File: config.mk
export PLATFORM = sky130hd
export DESIGN_NAME = peak_scan_ctrl
export DESIGN_NICKNAME = d
export VERILOG_FILES = /design/src/rtl/peak_scan_ctrl.sv
export SDC_FILE = /design/constraint.sdc
export NUM_CORES = 1
export LEC_CHECK = 0
export BUFFER_PORTS_ARGS = -buffer_cell sky130_fd_sc_hd__buf_2
export CAP_MARGIN = 10
export CORE_MARGIN = 10
export CORE_UTILIZATION = 50
export DETAILED_ROUTE_END_ITERATION = 16
export PLACE_DENSITY_LB_ADDON = 0.1
export SLEW_MARGIN = 5
export SYNTH_ARGS = -nofsm -noshare
export SYNTH_HDL_FRONTEND = slang
export SYNTH_SLANG_ARGS = --single-unit
File: constraint.sdc
create_clock -name i_clk -period 3.6 [get_ports i_clk]
set_clock_uncertainty 0.2 [all_clocks]
set_input_delay 0.54 -clock i_clk [delete_from_list [all_inputs] [get_ports i_clk]]
set_output_delay 0.54 -clock i_clk [all_outputs]
set_load 0.005 [all_outputs]
File: src/rtl/peak_scan_ctrl.sv
// Frame sequencer for the N-lane max-finder: packs raster pixels into engine
// vectors, issues them, and folds the returned group maxima into a frame peak.
module peak_scan_ctrl #(
   parameter int P_DATA_WIDTH = 8,
   parameter int P_DATA_NUM   = 8,
   parameter int P_IMG_W      = 640,
   parameter int P_IMG_H      = 512
) (
   input  logic                                 i_clk,
   input  logic                                 i_rst_n,
   input  logic                                 i_start,
   input  logic [P_DATA_WIDTH-1:0]              i_pix_data,
   input  logic                                 i_pix_valid,
   output logic                                 o_pix_ready,
   output logic [P_DATA_WIDTH*P_DATA_NUM-1:0]   o_eng_data,
   output logic                                 o_eng_valid,
   input  logic                                 i_eng_valid,
   input  logic [P_DATA_WIDTH-1:0]              i_eng_max_value,
   input  logic [$clog2(P_DATA_NUM)-1:0]        i_eng_max_index,
   output logic                                 o_busy,
   output logic                                 o_done,
   output logic [P_DATA_WIDTH-1:0]              o_peak_value,
   output logic [$clog2(P_IMG_W)-1:0]           o_peak_x,
   output logic [$clog2(P_IMG_H)-1:0]           o_peak_y
);

   localparam int LW = $clog2(P_DATA_NUM);
   localparam int XW = $clog2(P_IMG_W);
   localparam int YW = $clog2(P_IMG_H);
   localparam int VW = P_DATA_WIDTH * P_DATA_NUM;

   typedef enum logic [1:0] {S_IDLE, S_COLLECT, S_DRAIN, S_DONE} state_t;

   state_t          state, state_nxt;
   logic [LW-1:0]   lane_cnt;
   logic [XW-1:0]   x_cnt;
   logic [YW-1:0]   y_cnt;
   logic [XW-1:0]   tag_x;
   logic [YW-1:0]   tag_y;
   logic            pending;
   logic            first_res;
   logic [VW-1:0]   lane_buf;
   logic [VW-1:0]   lane_buf_nxt;
   logic            accept;
   logic            last_lane;
   logic            last_pix;
   logic            start_ok;
   logic            res_take;
   logic            peak_load;

   assign accept    = i_pix_valid & o_pix_ready;
   assign last_lane = (lane_cnt == LW'(P_DATA_NUM - 1));
   assign last_pix  = (x_cnt == XW'(P_IMG_W - 1)) && (y_cnt == YW'(P_IMG_H - 1));
   assign start_ok  = (state == S_IDLE) && i_start;
   assign res_take  = i_eng_valid & pending;
   // The first result of a frame always loads, so an all-zero frame reports (0,0).
   assign peak_load = res_take & (first_res | (i_eng_max_value > o_peak_value));

   // Group vector including the pixel arriving this cycle, so lane N-1 issues without a bubble.
   always_comb begin
      lane_buf_nxt = lane_buf;
      lane_buf_nxt[int'(lane_cnt)*P_DATA_WIDTH +: P_DATA_WIDTH] = i_pix_data;
   end

   // NOTE: every signal assigned in an always_comb gets a default first, so no path infers a latch.
   always_comb begin
      state_nxt   = state;
      o_pix_ready = 1'b0;
      o_busy      = 1'b0;
      o_done      = 1'b0;
      case (state)
         S_IDLE: begin
            if (i_start) state_nxt = S_COLLECT;
         end
         S_COLLECT: begin
            o_pix_ready = 1'b1;
            o_busy      = 1'b1;
            if (accept && last_pix) state_nxt = S_DRAIN;
         end
         S_DRAIN: begin
            o_busy = 1'b1;
            if (!pending || res_take) state_nxt = S_DONE;
         end
         S_DONE: begin
            o_done    = 1'b1;
            state_nxt = S_IDLE;
         end
         default: state_nxt = S_IDLE;
      endcase
   end

   // NOTE: sequential state uses non-blocking assignments so every register samples pre-edge values.
   always_ff @(posedge i_clk or negedge i_rst_n) begin
      if (!i_rst_n) begin
         state <= S_IDLE;
      end else begin
         state <= state_nxt;
      end
   end

   always_ff @(posedge i_clk or negedge i_rst_n) begin
      if (!i_rst_n) begin
         lane_cnt     <= '0;
         x_cnt        <= '0;
         y_cnt        <= '0;
         tag_x        <= '0;
         tag_y        <= '0;
         pending      <= 1'b0;
         first_res    <= 1'b0;
         lane_buf     <= '0;
         o_eng_data   <= '0;
         o_eng_valid  <= 1'b0;
         o_peak_value <= '0;
         o_peak_x     <= '0;
         o_peak_y     <= '0;
      end else begin
         o_eng_valid <= accept & last_lane;

         if (accept) begin
            lane_buf <= lane_buf_nxt;
            lane_cnt <= lane_cnt + LW'(1);
            if (x_cnt == XW'(P_IMG_W - 1)) begin
               x_cnt <= '0;
               y_cnt <= last_pix ? '0 : y_cnt + YW'(1);
            end else begin
               x_cnt <= x_cnt + XW'(1);
            end
            if (last_lane) begin
               o_eng_data <= lane_buf_nxt;
               tag_x      <= x_cnt & ~XW'(P_DATA_NUM - 1);
               tag_y      <= y_cnt;
               pending    <= 1'b1;
            end
         end

         // A result always lands before the next issue, so one tag register is enough.
         if (res_take) begin
            pending <= 1'b0;
            if (peak_load) begin
               first_res    <= 1'b0;
               o_peak_value <= i_eng_max_value;
               o_peak_x     <= tag_x + XW'(i_eng_max_index);
               o_peak_y     <= tag_y;
            end
         end

         if (start_ok) begin
            lane_cnt     <= '0;
            x_cnt        <= '0;
            y_cnt        <= '0;
            first_res    <= 1'b1;
            o_peak_value <= '0;
            o_peak_x     <= '0;
            o_peak_y     <= '0;
         end
      end
   end

endmodule

* Word level (Yosys, flattened, before mapping) *
Cells that the tools add are included.

storage, ports and cells
  word-level logic and storage cells = 86
  bits of input ports = 24
  flip-flop bits (word level) = 198
  output and inout port bits = 95

operators by class
  add/sub/neg operators = 5
  equality and inequality tests = 9
  magnitude comparators = 1
  shift-type cells = 2
  bitwise logic cells = 5
  reductions and logical operators = 18
  mux-type cells = 32

operators with widths
  cell                                                    number
  bitwise mux 64 bit                                      1
  variable shift 8 x 33 -> 64 bit (first input constant)  1
  indexed part select 8 x 33 -> 64 bit                    1
  two-way mux 9 bit                                       7
  two-way mux 10 bit                                      6
  negation 6 -> 33 bit                                    1
  two-way mux 8 bit                                       3
  nonzero test 2 bit                                      6
  adder 10 x 1 -> 10 bit (second input constant)          1
  adder 10 x 3 -> 10 bit                                  1
  == test 10 bit (second input constant)                  1
  adder 9 x 1 -> 9 bit (second input constant)            1
  == test 9 bit (second input constant)                   1
  two-way mux 1 bit                                       9
  greater-than comparator 8 bit                           1
  case mux 2 bit (4 select lines)                         1
  AND reduction 2 bit                                     4
  two-way mux 2 bit                                       3
  two-way mux 3 bit                                       2
  != test 2 bit (second input constant)                   3
  AND 1 bit                                               4
  == test 2 bit (second input constant)                   2
  adder 3 x 1 -> 3 bit (second input constant)            1
  == test 3 bit (second input constant)                   1
  other kinds (8)                                         10

* Depth between registers and ports, before layout *
Gate-level depths: netlist of run 1.

  word-level depth = 6
  depth in mapped cells = 11

* Worst setup path before layout of run 1 *
Ideal clock, no wire load.

  kind = register to register
  from = register lane_cnt[0]
  to = register lane_buf[0]
  data required time = 3,275 ps
  buffers on the path = 2
  clock period less this slack = 2,457 ps
  slack = 1,143 ps
  arrival = 2,133 ps
  stages on the path, launching flop included = 10
  cells stage by stage = dfrtp_1 -> inv_1 -> ha_1 -> ha_1 -> nor4b_1 -> nand3_1 -> buf_2 -> or2_2 -> buf_2 -> mux2_2

between the ends
  cells in the longest elaborated chain, start to end = 3
  elaborated cells between the ends (all ways) = 4
  classes of those cells = add/sub: 1; shift: 2; mux: 1

ends and longest elaborated chain
  what                                                                                            line  RTL
  start, declared                                                                                 35    logic [LW-1:0] lane_cnt;
  start signal, assigned                                                                          121   lane_cnt <= lane_cnt + LW'(1);
  negation 6 -> 33 bit (*)                                                                        62    lane_buf_nxt[int'(lane_cnt)*P_DATA_WIDTH +: P_DATA_WIDTH] = i_pix_data;
  indexed part select 8 x 33 -> 64 bit / variable shift 8 x 33 -> 64 bit (equally long branches)  62
  bitwise mux 64 bit (*)                                                                          62
  end signal, assigned                                                                            120   lane_buf <= lane_buf_nxt;
  end, declared                                                                                   42    logic [VW-1:0] lane_buf;

Every way passes the cells marked *; elsewhere a longest branch is shown, timed or not.
A chain may end at the register's enable or synchronous reset.

* Final worst setup path of run 1 *
  from = register lane_cnt[0]
  to = register lane_buf[18]

Same word-level chain as after synthesis.

==> flow_metrics.env, run 1 <==
export IMPL_reg2reg_to="lane_buf[18]"
export IMPL_p_seq_frac=0.434
export IMPL_drive_above_1_share=0.217
export IMPL_syn_area_um2=8840
export IMPL_layoutNonFillerInstCount=1201
export IMPL_n_antenna_cell=0
export IMPL_die_area_um2=23400
export IMPL_p_sw_frac=0.338
export IMPL_synth_seq_cells=198
export IMPL_fin_crit_sh=0.805
export IMPL_synth_simple_area_share=0.145
export IMPL_yosysTopAreaCell="dfrtp_1"
export IMPL_gp_congestion=0.763
export IMPL_synth_ff_type="dfrtp_1"
export IMPL_dr_pass1_iters=4
export IMPL_dr_total_vias=6181
export IMPL_p_sw_mw=2.71
export IMPL_max_slew_margin_rel=0.425
export IMPL_min_from="i_eng_valid"
export IMPL_cts_tree="done"
export IMPL_drv_cap=0
export IMPL_synth_most_common_cell="dfrtp_1"
export IMPL_synthCells=869
export IMPL_fp_dieW_um=153
export IMPL_core_um2=17300
export IMPL_reg2reg_depth=8
export IMPL_status="finished clean"
export IMPL_cts_made_buffers=17
export IMPL_synth_edf_count=0
export IMPL_required_ns=3.71
export IMPL_cts_num_sinks=198
export IMPL_clk_latency_ns=0.43
export IMPL_syn2layout_area_growth_pct=15.9
export IMPL_dpl_hpwl_mm=13.7
export IMPL_fin_nets=1007
export IMPL_max_freq_ghz=0.345
export IMPL_intPower_mw=5.29
export IMPL_drc_errors=0
export IMPL_synth_seq_area_share=0.560
export IMPL_clk_pin_slew_ns=0.08
export IMPL_fin_setup_tns_ns=0
export IMPL_hold_depth=2
export IMPL_grt_antenna_before_repair=0
export IMPL_rrSetupSlack_ns=0.70
export IMPL_place_inst=1168
export IMPL_ir_worst_vdd_mv=0.451
export IMPL_grt_max_degree=103
export IMPL_synth_top_family_by_area="simple AND/OR/NAND/NOR gates"
export IMPL_syn_num_nets=913
export IMPL_synth_adder_area_share=0.0283
export IMPL_row_count=48
export IMPL_cp_end_kind="flop"
export IMPL_cts_root_buf="clkbuf_16"
export IMPL_netlist_cell_type_count=44
export IMPL_synth_xor_area_frac=0.00891
export IMPL_synth_compound_area_frac=0.0925
export IMPL_layout_setup_ws_ns=0.703
export IMPL_drt_iter0_markers=349
export IMPL_yosysWarnings=0
export IMPL_startpoint_type="flop"
export IMPL_finalHoldViolations=0
export IMPL_dp_slack_ns=0.690
export IMPL_hold_slack_ns=0.131
export IMPL_tightest_slew_ns=0.863
export IMPL_async_flop_share=1.00
export IMPL_p_per_area_nw_per_um2=780
export IMPL_timing_rr_start="lane_cnt[0]"
export IMPL_ios=119
export IMPL_fin_crit_ns=2.90
export IMPL_synthTopCellsByCount="dfrtp_1 (198), nand2_1 (189), o21ai_0 (97), mux2i_1 (65), nor2_1 (53)"
export IMPL_grt_pass1_wl_mm=32.9
export IMPL_clock_power_share=0.260
export IMPL_grt_pass1_vias=6061
export IMPL_routed_via_density=5.15
export IMPL_power_leakage_nw=5.11
export IMPL_final_setup_viol_count=0
export IMPL_grt_usage=0.170
export IMPL_pwr_share_comb=0.306
export IMPL_synth_area_leaders="dfrtp_1 (56%), nand2_1 (8.0%), mux2i_1 (7.4%)"
export IMPL_worstHoldEndpoint="pending"
export IMPL_postRouteWirelength_mm=19.5
export IMPL_htreeDepth=4
export IMPL_synthMuxAreaShare=0.130
export IMPL_syn_area_per_cell_um2=10.2
export IMPL_grt_overflow_total=0
export IMPL_wl_per_cell_um=16.3
export IMPL_p_total_mw=8.00
export IMPL_slew_viol_final=0
export IMPL_clock_path_buffers=2
export IMPL_hold_path_class="in2reg"
export IMPL_die_h_um=153
export IMPL_rsz0062_at_grt="no"
export IMPL_io_buffers=118
export IMPL_critical_path_class="reg2reg"
export IMPL_cp_arrival_ns=3.01
export IMPL_cp_max_fo=17
export IMPL_drtAntennaViolNets=0
export IMPL_yosysTopAreaCellShare=0.560
export IMPL_initial_utilization=0.511
export IMPL_post_cts_setup_buffers=0
-- repair_timing --
item,in CTS,in global routing
resized for setup,0,0
endpoints found under the hold margin,68,0
hold buffers,1,0
-- critical path, stage by stage, from the launching register on --
cell and delay, ns:
dfrtp_1 0.57, inv_1 0.12, ha_1 0.22, ha_1 0.35, nand2b_1 0.08, or3_1 0.54, or2_1 0.48, nand2_1 0.14
o21ai_0 0.08
-- layout make-up --
cell class | instances | area [um^2]
tap | 225 | 282
fill | 1572 | 7040
clock inverter | 14 | 211
timing repair buffer | 132 | 732
multi-input combinational | 597 | 3580
inverter | 17 | 63.8
sequential | 198 | 4950
clock buffer | 18 | 429
-- cell usage in the layout (no fill, tap or decap), types with 4 or more instances in the layout --
cell type | netlist | routed
o21ai_0 | 97 | 97
and3_1 | 6 | 6
nor2_1 | 53 | 53
nand4_1 | 6 | 6
a21oi_1 | 44 | 44
xor2_1 | 4 | 4
dfrtp_1 | 198 | 198
mux2i_1 | 65 | 65
nand3b_1 | 6 | 6
nor3_1 | 4 | 4
and2_1 | 9 | 9
xnor2_1 | 5 | 5
buf_4 | 1 | 11
mux2_2 | 44 | 44
nand2_1 | 189 | 188
nand3_1 | 10 | 10
ha_1 | 20 | 20
buf_2 | 11 | 117
o21ai_1 | 10 | 10
clkbuf_16 | 0 | 17
bufinv_16 | 0 | 4
inv_1 | 15 | 15
-- power groups by stage --
stage                     registers (mW)  clock network, mW  logic [mW]
after global routing                3.58               2.23        2.83
after floorplan                     3.46                  0        1.62
final                               3.47               2.08        2.45
after detailed placement            3.51                  0        2.51
after global placement              3.50                  0        2.44
after CTS                           3.47               2.13        2.52
-- metrics by stage --
| stage | util | area (um^2) |
|---|---|---|
| global route | 0.593 | 10300 |
| finish | 0.593 | 10300 |
| floorplan | - | 8840 |
| detailed placement | 0.555 | 9600 |
| global placement | 0.555 | 9600 |
| CTS | 0.593 | 10300 |
-- sequential cells by signal, summed over array words and instances, names as in the netlist --
register,count
first_res,1
o_eng_data,64
lane_buf,64
y_cnt,9
state,2
pending,1
o_peak_x,10
o_peak_y,9
lane_cnt,3
x_cnt,10
tag_y,9
o_peak_value,8
o_eng_valid,1
tag_x,7
-- cells by family after synthesis --
logic type	after synthesis
xor gates and xnor gates	9
adders and majority gates	20
muxes	109
AOI/OAI and AO/OA	159
and+or+nand+nor	300
buffers and inverters	74
DFF	198
-- worst max-delay path by stage --
stage / to / depth (start not counted) / start
floorplan: lane_buf[0] / 9 / lane_cnt[0]
global placement: lane_buf[22] / 8 / lane_cnt[0]
detailed placement: lane_buf[17] / 8 / lane_cnt[0]
CTS: lane_buf[18] / 8 / lane_cnt[0]
global route: lane_buf[23] / 8 / lane_cnt[0]
finish: lane_buf[18] / 8 / lane_cnt[0]
-- routing by layer --
layer | wire (um) | up-vias | global-route usage | share of wire
met3 | 1030 | 11 | 0.0491 | 0.053
met1 | 9480 | 2936 | 0.236 | 0.49
met2 | 8930 | 122 | 0.260 | 0.46
met5 | 0 | - | 0 | 0
met4 | 99 | 0 | 0.0363 | 0.0051
li1 | - | 3112 | - | -
Power figures use the tool's default switching activity.
==> run 2, diff against run 1 <==
--- a/config.mk
+++ b/config.mk
@@ -5,6 +5,7 @@
 export SDC_FILE = /design/constraint.sdc
 export NUM_CORES = 1
 export LEC_CHECK = 0
+export ABC_AREA = 1
 export BUFFER_PORTS_ARGS = -buffer_cell sky130_fd_sc_hd__buf_2
 export CAP_MARGIN = 10
 export CORE_MARGIN = 10
==> constraint.sdc (replaced) <==
create_clock -name i_clk -period 2.5 [get_ports i_clk]
set_clock_uncertainty 0.2 [all_clocks]
set_input_delay 0.375 -clock i_clk [delete_from_list [all_inputs] [get_ports i_clk]]
set_output_delay 0.375 -clock i_clk [all_outputs]
set_load 0.005 [all_outputs]
==> run 2 against run 1 <==
  * Via count is 14% higher
  * Area after synthesis decreased by 0.85%
  * Flip-flop and latch count stayed put
  * Sequential share of layout area is 0.22 points lower
  * Critical path depth up 1
  * Critical endpoint is now lane_buf[43]
  * Die area decreased by 0.74%
  * Register-to-register slack worse by 0.46 ns
  * Power is 43% higher
  * Sequential power is 46% higher
  * Largest cell class unchanged
  * Global-route usage rose by 1.5 points
  * Hold slack worse by 0.11 ns
  * Maximum frequency up 28%
==> flow_metrics.env, run 2 <==
export IMPL_status="finished clean"
export IMPL_synthMuxAreaShare=0.00799
export IMPL_cts_tree="done"
export IMPL_finalHoldViolations=0
export IMPL_met3_usage=0.0390
export IMPL_io_buffers=118
export IMPL_cts_root_buf="clkbuf_16"
export IMPL_syn_num_nets=1028
export IMPL_wl_per_cell_um=16.3
export IMPL_syn_area_per_cell_um2=8.91
export IMPL_max_freq_ghz=0.442
export IMPL_synthCells=984
export IMPL_startpoint_type="flop"
export IMPL_synth_xor_area_frac=0.00399
export IMPL_synth_most_common_cell="nand2_1"
export IMPL_synth_simple_area_share=0.211
export IMPL_synth_area_leaders="dfrtp_1 (56%), nand2_1 (13%), o21ai_0 (6.2%)"
export IMPL_fin_crit_sh=0.905
export IMPL_cp_end_kind="flop"
export IMPL_grt_pass1_vias=6571
export IMPL_gp_congestion=0.846
export IMPL_cts_num_sinks=198
export IMPL_p_sw_frac=0.359
export IMPL_timing_rr_start="lane_cnt[1]"
export IMPL_dp_slack_ns=0.177
export IMPL_grt_antenna_before_repair=0
export IMPL_yosysTopAreaCell="dfrtp_1"
export IMPL_synth_seq_cells=198
export IMPL_layout_setup_ws_ns=0.238
export IMPL_grt_usage=0.185
export IMPL_fin_util=0.598
export IMPL_rsz0062_at_grt="no"
export IMPL_max_slew_margin_rel=0.596
export IMPL_cp_arrival_ns=2.35
export IMPL_grt_pass1_wl_mm=35.6
export IMPL_hold_path_class="in2reg"
export IMPL_rrSetupSlack_ns=0.24
export IMPL_drt_iter0_markers=565
export IMPL_place_inst=1292
export IMPL_clk_latency_ns=0.43
export IMPL_synth_top_family_by_area="simple AND/OR/NAND/NOR gates"
export IMPL_initial_utilization=0.509
export IMPL_reg_largest_list="lane_buf (64), o_eng_data (64)"
export IMPL_clock_path_buffers=2
export IMPL_syn_area_um2=8770
export IMPL_hold_slack_ns=0.0167
export IMPL_dr_total_vias=7041
export IMPL_reg2reg_depth=9
export IMPL_final_setup_viol_count=0
export IMPL_synthTopCellsByCount="nand2_1 (300), dfrtp_1 (198), o21ai_0 (108), o21ai_1 (89), inv_1 (42)"
export IMPL_final_cell_mix="nand2_1 (299), dfrtp_1 (198), buf_2 (117), o21ai_0 (108), o21ai_1 (89)"
export IMPL_synth_ff_type="dfrtp_1"
export IMPL_power_leakage_nw=5.17
export IMPL_clock_power_share=0.237
export IMPL_cts_made_buffers=17
export IMPL_hold_depth=3
export IMPL_p_seq_frac=0.441
export IMPL_slew_viol_final=0
export IMPL_synth_compound_area_frac=0.132
export IMPL_row_count=48
export IMPL_synth_seq_area_share=0.565
export IMPL_ios=119
export IMPL_drv_cap=0
export IMPL_fin_nets=1141
export IMPL_clk_pin_slew_ns=0.07
export IMPL_die_h_um=152
export IMPL_synth_edf_count=0
export IMPL_worstHoldEndpoint="o_peak_value[2]"
export IMPL_yosysWarnings=0
export IMPL_netlist_cell_type_count=36
export IMPL_async_flop_share=1.00
export IMPL_required_ns=2.59
export IMPL_p_sw_mw=4.12
export IMPL_syn2layout_area_growth_pct=17.4
export IMPL_intPower_mw=7.36
export IMPL_tightest_slew_ns=0.607
export IMPL_fp_dieW_um=152
export IMPL_use_met2=0.262
export IMPL_htreeDepth=4
export IMPL_pwr_share_comb=0.323
export IMPL_dpl_hpwl_mm=15.1
export IMPL_routed_via_density=5.27
export IMPL_drtAntennaViolNets=0
export IMPL_die_area_um2=23200
export IMPL_min_from="i_eng_max_value[2]"
export IMPL_reg2reg_to="lane_buf[43]"
export IMPL_grt_max_degree=82
export IMPL_drive_above_1_share=0.180
export IMPL_postRouteWirelength_mm=21.7
export IMPL_fin_setup_tns_ns=0
export IMPL_use_met1=0.278
export IMPL_grt_overflow_total=0
export IMPL_fin_crit_ns=2.26
export IMPL_p_per_area_nw_per_um2=1110
export IMPL_layout_commonest_cell="nand2_1"
export IMPL_synth_adder_area_share=0.0285
export IMPL_drc_errors=0
export IMPL_dr_pass1_iters=5
export IMPL_critical_path_class="reg2reg"
export IMPL_layoutNonFillerInstCount=1335
export IMPL_cp_max_fo=9
export IMPL_ir_worst_vdd_mv=0.811
export IMPL_grt_busiest_layer="met1"
export IMPL_yosysTopAreaCellShare=0.565
export IMPL_n_antenna_cell=0
export IMPL_core_um2=17200
==> run 2: worst max-delay path, cell delays in order (launching register included) <==
cell	delay [ns]
dfrtp_1	0.38
inv_1	0.09
ha_1	0.19
ha_1	0.32
inv_2	0.22
nand2_1	0.20
inv_2	0.18
nand2_1	0.06
o21ai_1	0.15
o21ai_0	0.12
==> run 2: metal layers <==
metal / vias to the layer above / wire, um
met5: - / 0
met4: 0 / 296
met3: 25 / 1300
met2: 206 / 9290
met1: 3314 / 10800
li1: 3496 / -
==> run 2: worst max-delay path by stage <==
stage | startpoint | end | slack (ns) | cells past startpoint
floorplan | lane_cnt[0] | o_eng_data[38] | 0.45 | 12
global placement | lane_cnt[1] | lane_buf[19] | 0.24 | 11
detailed placement | lane_cnt[1] | lane_buf[19] | 0.18 | 11
CTS | lane_cnt[1] | lane_buf[19] | 0.17 | 11
global route | lane_cnt[1] | lane_buf[46] | 0.03 | 11
finish | lane_cnt[1] | lane_buf[43] | 0.24 | 9
==> run 2: cells by family (layout without fill, tap and decap cells) <==
group | after synthesis | in the layout
simple gates | 428 | 428
xor+xnor | 4 | 4
fa+ha+maj | 20 | 20
compound gates | 225 | 225
buf+inv | 102 | 228
mux | 7 | 7
flops | 198 | 198
==> run 2: area by class of cell <==
class / instances / area [um^2]
Multi-Input combinational cell: 684 / 3380
Clock inverter: 10 / 124
Sequential cell: 198 / 4950
Timing Repair Buffer: 147 / 925
Clock buffer: 22 / 454
Fill cell: 1504 / 6940
Tap cell: 225 / 282
Inverter: 49 / 184
==> run 2: metrics by stage <==
stage | total power [mW] | area, um^2
6_report | 11.5 | 10300
5_1_grt | 12.4 | 10300
4_1_cts | 11.5 | 10200
3_5_place_dp | 8.78 | 9580
3_3_place_gp | 8.66 | 9580
2_1_floorplan | 7.31 | 8770
==> run 2: repair_timing <==
| action | CTS | global route |
|---|---|---|
| setup buffers | 0 | 3 |
| hold endpoints to repair | 73 | 0 |
| endpoints found under the setup margin | 0 | 30 |
| hold buffers | 8 | 0 |
| resized for setup | 0 | 0 |
==> run 2: power groups by stage <==
stage	logic [mW]	clock network, mW	registers (mW)
floorplan	2.27	0	5.04
global placement	3.59	0	5.07
detailed placement	3.69	0	5.09
CTS	3.71	2.76	5.05
global route	4.25	2.90	5.21
finish	3.70	2.71	5.05
